File: src/rtl/store_dispatch_pkg.sv
// store_dispatch_pkg: shared store-path constants, uop encoding and buffer entry type
package store_dispatch_pkg;
  localparam logic [4:0] UOP_STR = 5'h0D;
  localparam logic [31:0] DCACHE_LIMIT = 32'd31;
  localparam logic [31:0] GPIO_ADDR = 32'd31;
  typedef struct packed {
    logic [4:0] addr;
    logic [31:0] data;
  } store_entry_t;
endpackage

File: src/rtl/store_dispatch_if.sv
// store_dispatch_if: execute-side store inputs, D-cache write handshake and GPIO outputs
interface store_dispatch_if #(parameter int GPIO_WIDTH = 32);
  logic [4:0] uop;
  logic [31:0] addr;
  logic [31:0] data;
  logic stall;
  logic dc_wr_valid;
  logic [4:0] dc_wr_addr;
  logic [31:0] dc_wr_data;
  logic dc_wr_ready;
  logic [GPIO_WIDTH-1:0] gpio_out;
  logic gpio_we;
  logic err_unmapped;
  modport slave (
    input uop, addr, data, dc_wr_ready,
    output stall, dc_wr_valid, dc_wr_addr, dc_wr_data, gpio_out, gpio_we, err_unmapped
  );
  modport master (
    output uop, addr, data, dc_wr_ready,
    input stall, dc_wr_valid, dc_wr_addr, dc_wr_data, gpio_out, gpio_we, err_unmapped
  );
endinterface

File: src/rtl/store_dispatch_fifo.sv
// store_fifo: in-order write buffer with valid/ready pop and occupancy count
module store_fifo
  import store_dispatch_pkg::*;
#(
  parameter int DEPTH = 2
) (
  input  logic clk,
  input  logic rst_n,
  input  logic push,
  input  store_entry_t din,
  input  logic pop_ready,
  output logic valid,
  output store_entry_t dout,
  output logic [$clog2(DEPTH+1)-1:0] count
);
  localparam int PW = $clog2(DEPTH);
  localparam int CW = $clog2(DEPTH+1);
  store_entry_t mem_q [DEPTH];
  store_entry_t mem_d [DEPTH];
  logic [PW-1:0] wr_ptr_q, wr_ptr_d, rd_ptr_q, rd_ptr_d;
  logic [CW-1:0] count_q, count_d;
  logic do_push, do_pop;
  always_comb begin
    do_push = push && count_q != CW'(DEPTH);
    do_pop = count_q != '0 && pop_ready;
    mem_d = mem_q;
    if (do_push) mem_d[wr_ptr_q] = din;
    wr_ptr_d = do_push ? wr_ptr_q + PW'(1) : wr_ptr_q;
    rd_ptr_d = do_pop ? rd_ptr_q + PW'(1) : rd_ptr_q;
    count_d = count_q + CW'(do_push) - CW'(do_pop);
  end
  always_ff @(posedge clk) begin
    mem_q <= mem_d;
    if (!rst_n) begin
      wr_ptr_q <= '0;
      rd_ptr_q <= '0;
      count_q <= '0;
    end else begin
      wr_ptr_q <= wr_ptr_d;
      rd_ptr_q <= rd_ptr_d;
      count_q <= count_d;
    end
  end
  assign valid = count_q != '0;
  assign dout = mem_q[rd_ptr_q];
  assign count = count_q;
endmodule

File: src/rtl/store_dispatch.sv
// store_dispatch: decodes STR micro-ops into buffered D-cache writes, GPIO writes or error pulses
module store_dispatch
  import store_dispatch_pkg::*;
#(
  parameter int DEPTH = 2,
  parameter int GPIO_WIDTH = 32
) (
  input logic clk,
  input logic rst_n,
  store_dispatch_if.slave bus
);
  localparam int CW = $clog2(DEPTH+1);
  logic accept, push;
  logic [CW-1:0] count;
  store_entry_t entry, head;
  logic [GPIO_WIDTH-1:0] gpio_out_q, gpio_out_d;
  logic gpio_we_q, gpio_we_d, err_q, err_d;
  always_comb begin
    accept = bus.uop == UOP_STR && !bus.stall;
    push = accept && bus.addr < DCACHE_LIMIT;
    gpio_we_d = accept && bus.addr == GPIO_ADDR;
    err_d = accept && bus.addr > GPIO_ADDR;
    gpio_out_d = gpio_we_d ? bus.data[GPIO_WIDTH-1:0] : gpio_out_q;
    entry = '{addr: bus.addr[4:0], data: bus.data};
  end
  always_ff @(posedge clk) begin
    if (!rst_n) begin
      gpio_out_q <= '0;
      gpio_we_q <= 1'b0;
      err_q <= 1'b0;
    end else begin
      gpio_out_q <= gpio_out_d;
      gpio_we_q <= gpio_we_d;
      err_q <= err_d;
    end
  end
  store_fifo #(.DEPTH(DEPTH)) u_fifo (
    .clk(clk),
    .rst_n(rst_n),
    .push(push),
    .din(entry),
    .pop_ready(bus.dc_wr_ready),
    .valid(bus.dc_wr_valid),
    .dout(head),
    .count(count)
  );
  // stall comes from the registered count so a pop while full only frees a slot next cycle
  assign bus.stall = count == CW'(DEPTH);
  assign bus.dc_wr_addr = head.addr;
  assign bus.dc_wr_data = head.data;
  assign bus.gpio_out = gpio_out_q;
  assign bus.gpio_we = gpio_we_q;
  assign bus.err_unmapped = err_q;
endmodule

File: src/flat_wrapper.sv
// flat-port wrapper written by rule: the top's interface ports become plain ports
module store_dispatch_flat import store_dispatch_pkg::*;
#(
  parameter int DEPTH = 2,
  parameter int GPIO_WIDTH = 32
)
  (clk, rst_n, bus_uop, bus_addr, bus_data, bus_dc_wr_ready, bus_stall, bus_dc_wr_valid, bus_dc_wr_addr, bus_dc_wr_data, bus_gpio_out, bus_gpio_we, bus_err_unmapped);
  store_dispatch_if #(.GPIO_WIDTH(GPIO_WIDTH)) bus_i ();
  input logic clk;
  input logic rst_n;
  input wire logic [$bits(bus_i.uop)-1:0] bus_uop;
  input wire logic [$bits(bus_i.addr)-1:0] bus_addr;
  input wire logic [$bits(bus_i.data)-1:0] bus_data;
  input wire logic [$bits(bus_i.dc_wr_ready)-1:0] bus_dc_wr_ready;
  output wire logic [$bits(bus_i.stall)-1:0] bus_stall;
  output wire logic [$bits(bus_i.dc_wr_valid)-1:0] bus_dc_wr_valid;
  output wire logic [$bits(bus_i.dc_wr_addr)-1:0] bus_dc_wr_addr;
  output wire logic [$bits(bus_i.dc_wr_data)-1:0] bus_dc_wr_data;
  output wire logic [$bits(bus_i.gpio_out)-1:0] bus_gpio_out;
  output wire logic [$bits(bus_i.gpio_we)-1:0] bus_gpio_we;
  output wire logic [$bits(bus_i.err_unmapped)-1:0] bus_err_unmapped;
  assign bus_i.uop = bus_uop;
  assign bus_i.addr = bus_addr;
  assign bus_i.data = bus_data;
  assign bus_i.dc_wr_ready = bus_dc_wr_ready;
  assign bus_stall = bus_i.stall;
  assign bus_dc_wr_valid = bus_i.dc_wr_valid;
  assign bus_dc_wr_addr = bus_i.dc_wr_addr;
  assign bus_dc_wr_data = bus_i.dc_wr_data;
  assign bus_gpio_out = bus_i.gpio_out;
  assign bus_gpio_we = bus_i.gpio_we;
  assign bus_err_unmapped = bus_i.err_unmapped;
  store_dispatch #(.DEPTH(DEPTH), .GPIO_WIDTH(GPIO_WIDTH)) u_core (.clk(clk), .rst_n(rst_n), .bus(bus_i));
endmodule
File: config.mk
export PLATFORM = sky130hd
export DESIGN_NAME = store_dispatch_flat
export DESIGN_NICKNAME = d
export VERILOG_FILES = /design/src/rtl/store_dispatch_pkg.sv /design/src/rtl/store_dispatch_if.sv /design/src/rtl/store_dispatch_fifo.sv /design/src/rtl/store_dispatch.sv /design/src/flat_wrapper.sv
export SDC_FILE = /design/constraint.sdc
export NUM_CORES = 1
export LEC_CHECK = 0
export CAP_MARGIN = 20
export CORE_ASPECT_RATIO = 1.25
export CORE_MARGIN = 4
export CORE_UTILIZATION = 49
export CTS_CLUSTER_DIAMETER = 150
export DETAILED_ROUTE_END_ITERATION = 8
export GPL_TIMING_DRIVEN = 0
export PLACE_DENSITY = 0.85
export SLEW_MARGIN = 20
export SYNTH_ARGS = -nofsm -noshare
export SYNTH_HDL_FRONTEND = slang
export SYNTH_SLANG_ARGS = --single-unit
File: constraint.sdc
create_clock -name clk -period 8.1 [get_ports clk]
set_input_delay 0.81 -clock clk [delete_from_list [all_inputs] [get_ports clk]]
set_output_delay 0.81 -clock clk [all_outputs]
set_load 0.01 [all_outputs]
==> metrics, run 1 <==
final net count 527; RD Place Congestion 0.7969; Synth Flop Type edfxtp_1; I/O Buffers 143; Place WS 4.440 ns; crit path time final 3.410 ns; sequence of cells on the critical path clkbuf_1 -> clkbuf_1 -> mux2_1 -> clkdlybuf4s50_1; Mapped Nets 371; Initial Util 49.86%; pins over their slew limit 0; first-pass GRT wire length 15.86 mm; Cell Pwr Density 160.9 nW/um^2; DIE HEIGHT 112.9 um; Hold Crit Class flip-flop to flip-flop; most instantiated cells after synthesis edfxtp_1 (74), nand2_1 (65), dfxtp_1 (38); most frequent cell after synthesis edfxtp_1; synthesis-to-finish area growth 42.75%; CTS buffer count 9; share of layout cells above drive strength 1 5.459%; CTS tree done; HPWL after DPL 7.634 mm; Final Hold Viols 0; Synth top area share 51.51%; Vias 2820; gr usage total 19.86%; critical path type flip-flop to primary output; Worst Path Buf+Inv 3; Die W 91.93 um; Worst-Margin Slew 0.6462 ns; CTS Root Cell clkbuf_8; flops & latches, synth 112; Max Fclk 0.2933 GHz; CP most frequent cell clkbuf_1; routed wl met2 5.462 mm; die area 10380 um^2; Worst-path clk slew 0.10 ns; Avg Inst Size Synth 14.53 um^2; max cap viols 0; setup TNS 0 ns; top layer reached by signal wires met4; wire length on met3 471 um; synth top area cells edfxtp_1 (52%), dfxtp_1 (18%), mux2_1 (9.7%), mux2i_1 (7.7%), nand2_1 (5.7%); Ys Warns 0; DRC viols 0; CP max stage cell clkbuf_1; sequential share of the synthesized area 69.14%; Clock Latency Late Sink 0.36 ns; status finished, final reports clean; routed wire length per instance 17.25 um; final setup vio count 0; core area 8653 um^2; GRT overflow 0; Final WS setup 4.690 ns; First DRT Iteration DRCs 81; slowest stage delay, CP 0.53 ns; Synth area leader edfxtp_1; fraction of registers with async set/reset 0%; # fillers 644; Lkg Pwr 2.063 nW; area of the mapped netlist 4314 um^2; Worst Path Arrival 2.60 ns; initial antenna violation count 0; RSZ-0062 raised after global routing no; worst relative slew slack 56.92%; drt via density 4.879; post-CTS sizing 0; area occupied by multi-input gates 1254 um^2; # hold bufs at CTS 0; Core Rows 38; vias in the first global route 3110; Post-CTS Setup Bufs 0; Data required, critical path 7.29 ns; pin count of the biggest net entering global routing 22; Pwr Total 991.1 uW; Metal-1 WL 3.759 mm; CP endpoint kind primary output; crit-path max FO 10; number of top-level pins 145; H-tree lvl count 3; Reg area 2983 um^2; synthesized instance count 297; delay-heaviest family, CP buffers and inverters; synth unique cells 25; worst vdd ir 108.8 uV; Hold Worst Slack 0.4628 ns; Max clock buf depth 2; Ant. Diodes 0; final WL 9.970 mm; clk_skew 0.006951 ns; final cycle utilization of the critical path 42.10%; Post-synth EDFFs 74; Critical Path Source Type flip-flop; total iterations of the first detailed-routing run 4; antenna viol nets, final 0; Sink Count 112
metal layers:
metal / global-route usage, % / up-vias
li1: - / 1377
met1: 21.68 / 1352
met2: 36.31 / 72
met3: 3.989 / 19
met4: 10.01 / 0
met5: 0 / -
per-stage QoR:
stage	cell area (um^2)	utilization (%)	instances
6_report	6158	71.17	578
5_1_grt	6158	71.17	578
4_1_cts	6158	71.17	578
3_5_place_dp	5959	68.87	562
3_3_place_gp	5896	68.13	560
2_1_floorplan	4314	-	297
power breakdown:
group | total [mW] | leakage (nW) | internal, mW | switching [mW]
combinational | 0.0525 | 1.00 | 0.0334 | 0.0191
clock | 0.332 | 0.0928 | 0.152 | 0.179
sequential | 0.607 | 0.971 | 0.607 | 0.0000172
layout make-up:
class | instances | area share, %
clock buffer | 12 | 2.357
buffer | 15 | 1.280
tap | 120 | 2.438
timing repair buffer | 145 | 24.14
sequential | 112 | 48.44
clock inverter | 4 | 0.8736
multi-input combinational | 168 | 20.36
inverter | 2 | 0.1219
sequential cells by signal, summed over array words and instances, names as in the netlist:
signal	flops
u_core.u_fifo.mem_q	74
u_core.u_fifo.count	2
u_core.u_fifo.wr_ptr_q	1
u_core.u_fifo.rd_ptr_q	1
u_core.bus.gpio_out	32
u_core.bus.err_unmapped	1
u_core.bus.gpio_we	1
path summary, 6_finish.rpt:
check	start	endpoint	slack, ns	cells after the start
max	u_core.u_fifo.rd_ptr_q	bus_dc_wr_data[11]	4.69	4
max reg2reg	u_core.u_fifo.count[1]	u_core.u_fifo.mem_q[54]	5.39	5
min reg2reg	u_core.bus.gpio_out[29]	u_core.bus.gpio_out[29]	0.46	2
min	u_core.bus.gpio_out[29]	u_core.bus.gpio_out[29]	0.46	2
worst min-delay path, delay by kind of cell, from the launching register on:
kind,cells,cell delay [ns]
flops,1,0.32
simple gates,1,0.05
mux,1,0.05
placed cells by master (no fill, tap or decap), types with 3 or more instances in the layout:
master	instances
buf_6	3
and2_1	3
nor4_1	6
edfxtp_1	74
mux2_1	37
clkdlybuf4s50_1	143
clkbuf_8	10
nand3_1	3
dfxtp_1	38
nand2_1	65
mux2i_1	33
xnor2_1	3
clkbuf_1	14
cell families after synthesis:
kind of cell | count (synthesis) | synth area share [%]
xor+xnor | 3 | 0.6092
simple gates | 93 | 10.35
mux | 70 | 17.31
fa+ha+maj | 2 | 0.5800
flops | 112 | 69.14
buf+inv | 17 | 2.001
(Power assumes the default switching activity.)
==> run 2, diff against run 1 <==
--- a/config.mk
+++ b/config.mk
@@ -8,11 +8,11 @@
 export CAP_MARGIN = 20
 export CORE_ASPECT_RATIO = 1.25
 export CORE_MARGIN = 4
-export CORE_UTILIZATION = 49
+export CORE_UTILIZATION = 41
 export CTS_CLUSTER_DIAMETER = 150
 export DETAILED_ROUTE_END_ITERATION = 8
 export GPL_TIMING_DRIVEN = 0
-export PLACE_DENSITY = 0.85
+export PLACE_DENSITY = 0.76
 export SLEW_MARGIN = 20
 export SYNTH_ARGS = -nofsm -noshare
 export SYNTH_HDL_FRONTEND = slang
==> constraint.sdc (replaced) <==
create_clock -name clk -period 3.1 [get_ports clk]
set_input_delay 0.31 -clock clk [delete_from_list [all_inputs] [get_ports clk]]
set_output_delay 0.31 -clock clk [all_outputs]
set_load 0.01 [all_outputs]
==> metrics, run 2 (synthesis gave the netlist of run 1 again) <==
Initial Util 42.26% (-7.6 points); I/O Buffers 143 (unchanged); pin count of the biggest net entering global routing 29 (+32%); clk_skew 0.005941 ns (-0.001010 ns); initial antenna violation count 0 (unchanged); routed wire length per instance 17.13 um (-0.71%); status finished, final reports clean; Worst-path clk slew 0.07 ns (-0.03 ns); final core utilization 61.56% (-9.6 points); Worst Hold Launch rst_n; worst reg-to-reg path cell count 5 (unchanged); Data required, critical path 2.79 ns (-4.50 ns); max cap viols 0 (unchanged); crit path time final 2.902 ns; Critical Path Source Type flip-flop; RD Place Congestion 0.7365 (-7.6%); number of top-level pins 145 (unchanged); synthesis-to-finish area growth 45.68%; Hold Crit Class primary input to flip-flop; GRT overflow 0 (unchanged); critical path type flip-flop to primary output; drt via density 4.903 (+0.49%); Final WS setup 0.1983 ns (-4.492 ns); slowest stage delay, CP 0.54 ns (about the same); CP endpoint kind primary output; Pwr Total 2.936 mW (+200%); core area 10210 um^2 (+18%); Lkg Pwr 2.115 nW (+2.5%); Final Hold Viols 0 (unchanged); R2R setup slack 0.42 ns (-4.97 ns); Placed Cells incl. Taps 571 (+1.6%); Cell Pwr Density 467.2 nW/um^2 (+190%); RSZ-0062 raised after global routing no; largest register by flop count u_core.u_fifo.mem_q; delay-heaviest family, CP buffers and inverters; pins over their slew limit 0 (unchanged); Post-CTS Setup Bufs 0 (unchanged); crit-path max FO 10 (unchanged); CTS tree done; final setup vio count 0 (unchanged); CP max stage cell clkbuf_1; worst relative slew slack 49.02% (-7.9 points); total iterations of the first detailed-routing run 4 (unchanged); final net count 527 (unchanged); WHS Endpoint u_core.u_fifo.wr_ptr_q; final cycle utilization of the critical path 93.60%; Ant. Diodes 0 (unchanged); post-CTS sizing 0 (unchanged); CP most frequent cell clkbuf_1; Clock Latency Late Sink 0.34 ns (-0.02 ns); CTS buffer count 9 (unchanged); final WL 10.05 mm (+0.83%); H-tree lvl count 3 (unchanged); Max clock buf depth 2 (unchanged); Vias 2878 (+2.1%); DIE HEIGHT 122.7 um (+8.7%); Layout Cells excl Fill 587 (+1.6%); vias in the first global route 3055 (-1.8%); gr usage total 16.88% (-3.0 points); CTS Root Cell clkbuf_16; Max Fclk 0.3446 GHz; First DRT Iteration DRCs 70 (-14%); Die W 99.75 um (+8.5%); first-pass GRT wire length 15.75 mm (-0.70%); sequence of cells on the critical path clkbuf_1 -> clkbuf_1 -> mux2_1 -> clkdlybuf4s50_1; Place WS -0.1081 ns (-4.548 ns); antenna viol nets, final 0 (unchanged); die area 12240 um^2 (+18%); FF-to-FF End u_core.u_fifo.mem_q[54]; Worst Path Buf+Inv 3 (unchanged); share of layout cells above drive strength 1 5.895% (+0.44 points); r2r startpoint u_core.u_fifo.count[1]; Core Rows 41 (+7.9%); commonest cells after routing, fill and taps aside clkdlybuf4s50_1 (143), edfxtp_1 (74), nand2_1 (65); # hold bufs at CTS 0 (unchanged); HPWL after DPL 7.486 mm (-1.9%); Worst Path Arrival 2.59 ns (about the same); Worst-Margin Slew 0.7631 ns (+0.1169 ns); hold depth 3 (+1); max FFs per register 74 (unchanged); worst vdd ir 260.6 uV (+140%); DRC viols 0 (unchanged); Sink Count 112 (unchanged); most common cell after layout, fill and taps aside clkdlybuf4s50_1
run 2: cell count changes in the layout (fill, tap and decap cells not counted), sizes merged:
cell,previous run,this run
clkinvlp,2,3
clkinv,1,2
clkbuf,24,21
bufinv,1,2
run 2: power breakdown:
part	internal [mW]	switching [mW]
Combinational	0.0872	0.0504
Sequential	1.59	0.0000375
Clock	0.708	0.504
run 2: worst max path at each step:
| stage | start | end | cells after the start |
|---|---|---|---|
| after CTS | u_core.u_fifo.rd_ptr_q | bus_dc_wr_data[5] | 4 |
| after global routing | u_core.u_fifo.rd_ptr_q | bus_dc_wr_data[5] | 4 |
| after global placement | bus_addr[21] | u_core.u_fifo.mem_q[54] | 5 |
| after floorplan | u_core.u_fifo.count[1] | u_core.u_fifo.mem_q[37] | 4 |
| final | u_core.u_fifo.rd_ptr_q | bus_dc_wr_data[5] | 4 |
| after detailed placement | bus_addr[23] | u_core.u_fifo.mem_q[54] | 6 |
run 2: area by class of cell:
cell class,instances,area [um^2]
Buffer,15,78.83
Tap cell,129,161.4
Clock buffer,9,225.2
Clock inverter,7,96.34
Multi-Input combinational cell,168,1254
Sequential cell,112,2983
Timing Repair Buffer,145,1479
Fill cell,809,3924
Inverter,2,7.507
run 2: routing by layer:
metal	track usage [%]	share of wire [%]
met1	18.58	38
met3	3.525	5.2
met2	30.43	54
met4	8.711	2.7
met5	0	0
run 2: through the flow:
stage / setup TNS, ns / instance area (um^2) / hold slack (ns)
6_report: 0 / 6285 / 0.4328
5_1_grt: 0 / 6285 / 0.4594
4_1_cts: 0 / 6285 / 0.4414
3_5_place_dp: -1.720 / 5963 / 0.4454
3_3_place_gp: -52.02 / 5909 / 0.4432
2_1_floorplan: 0 / 4317 / 0.4089
run 2: worst register-to-register path: cells and delay by family, from the launching register on:
family | cells | cell delay [ns]
buf+inv | 1 | 0.23
flops | 1 | 0.33
simple gates | 4 | 1.82
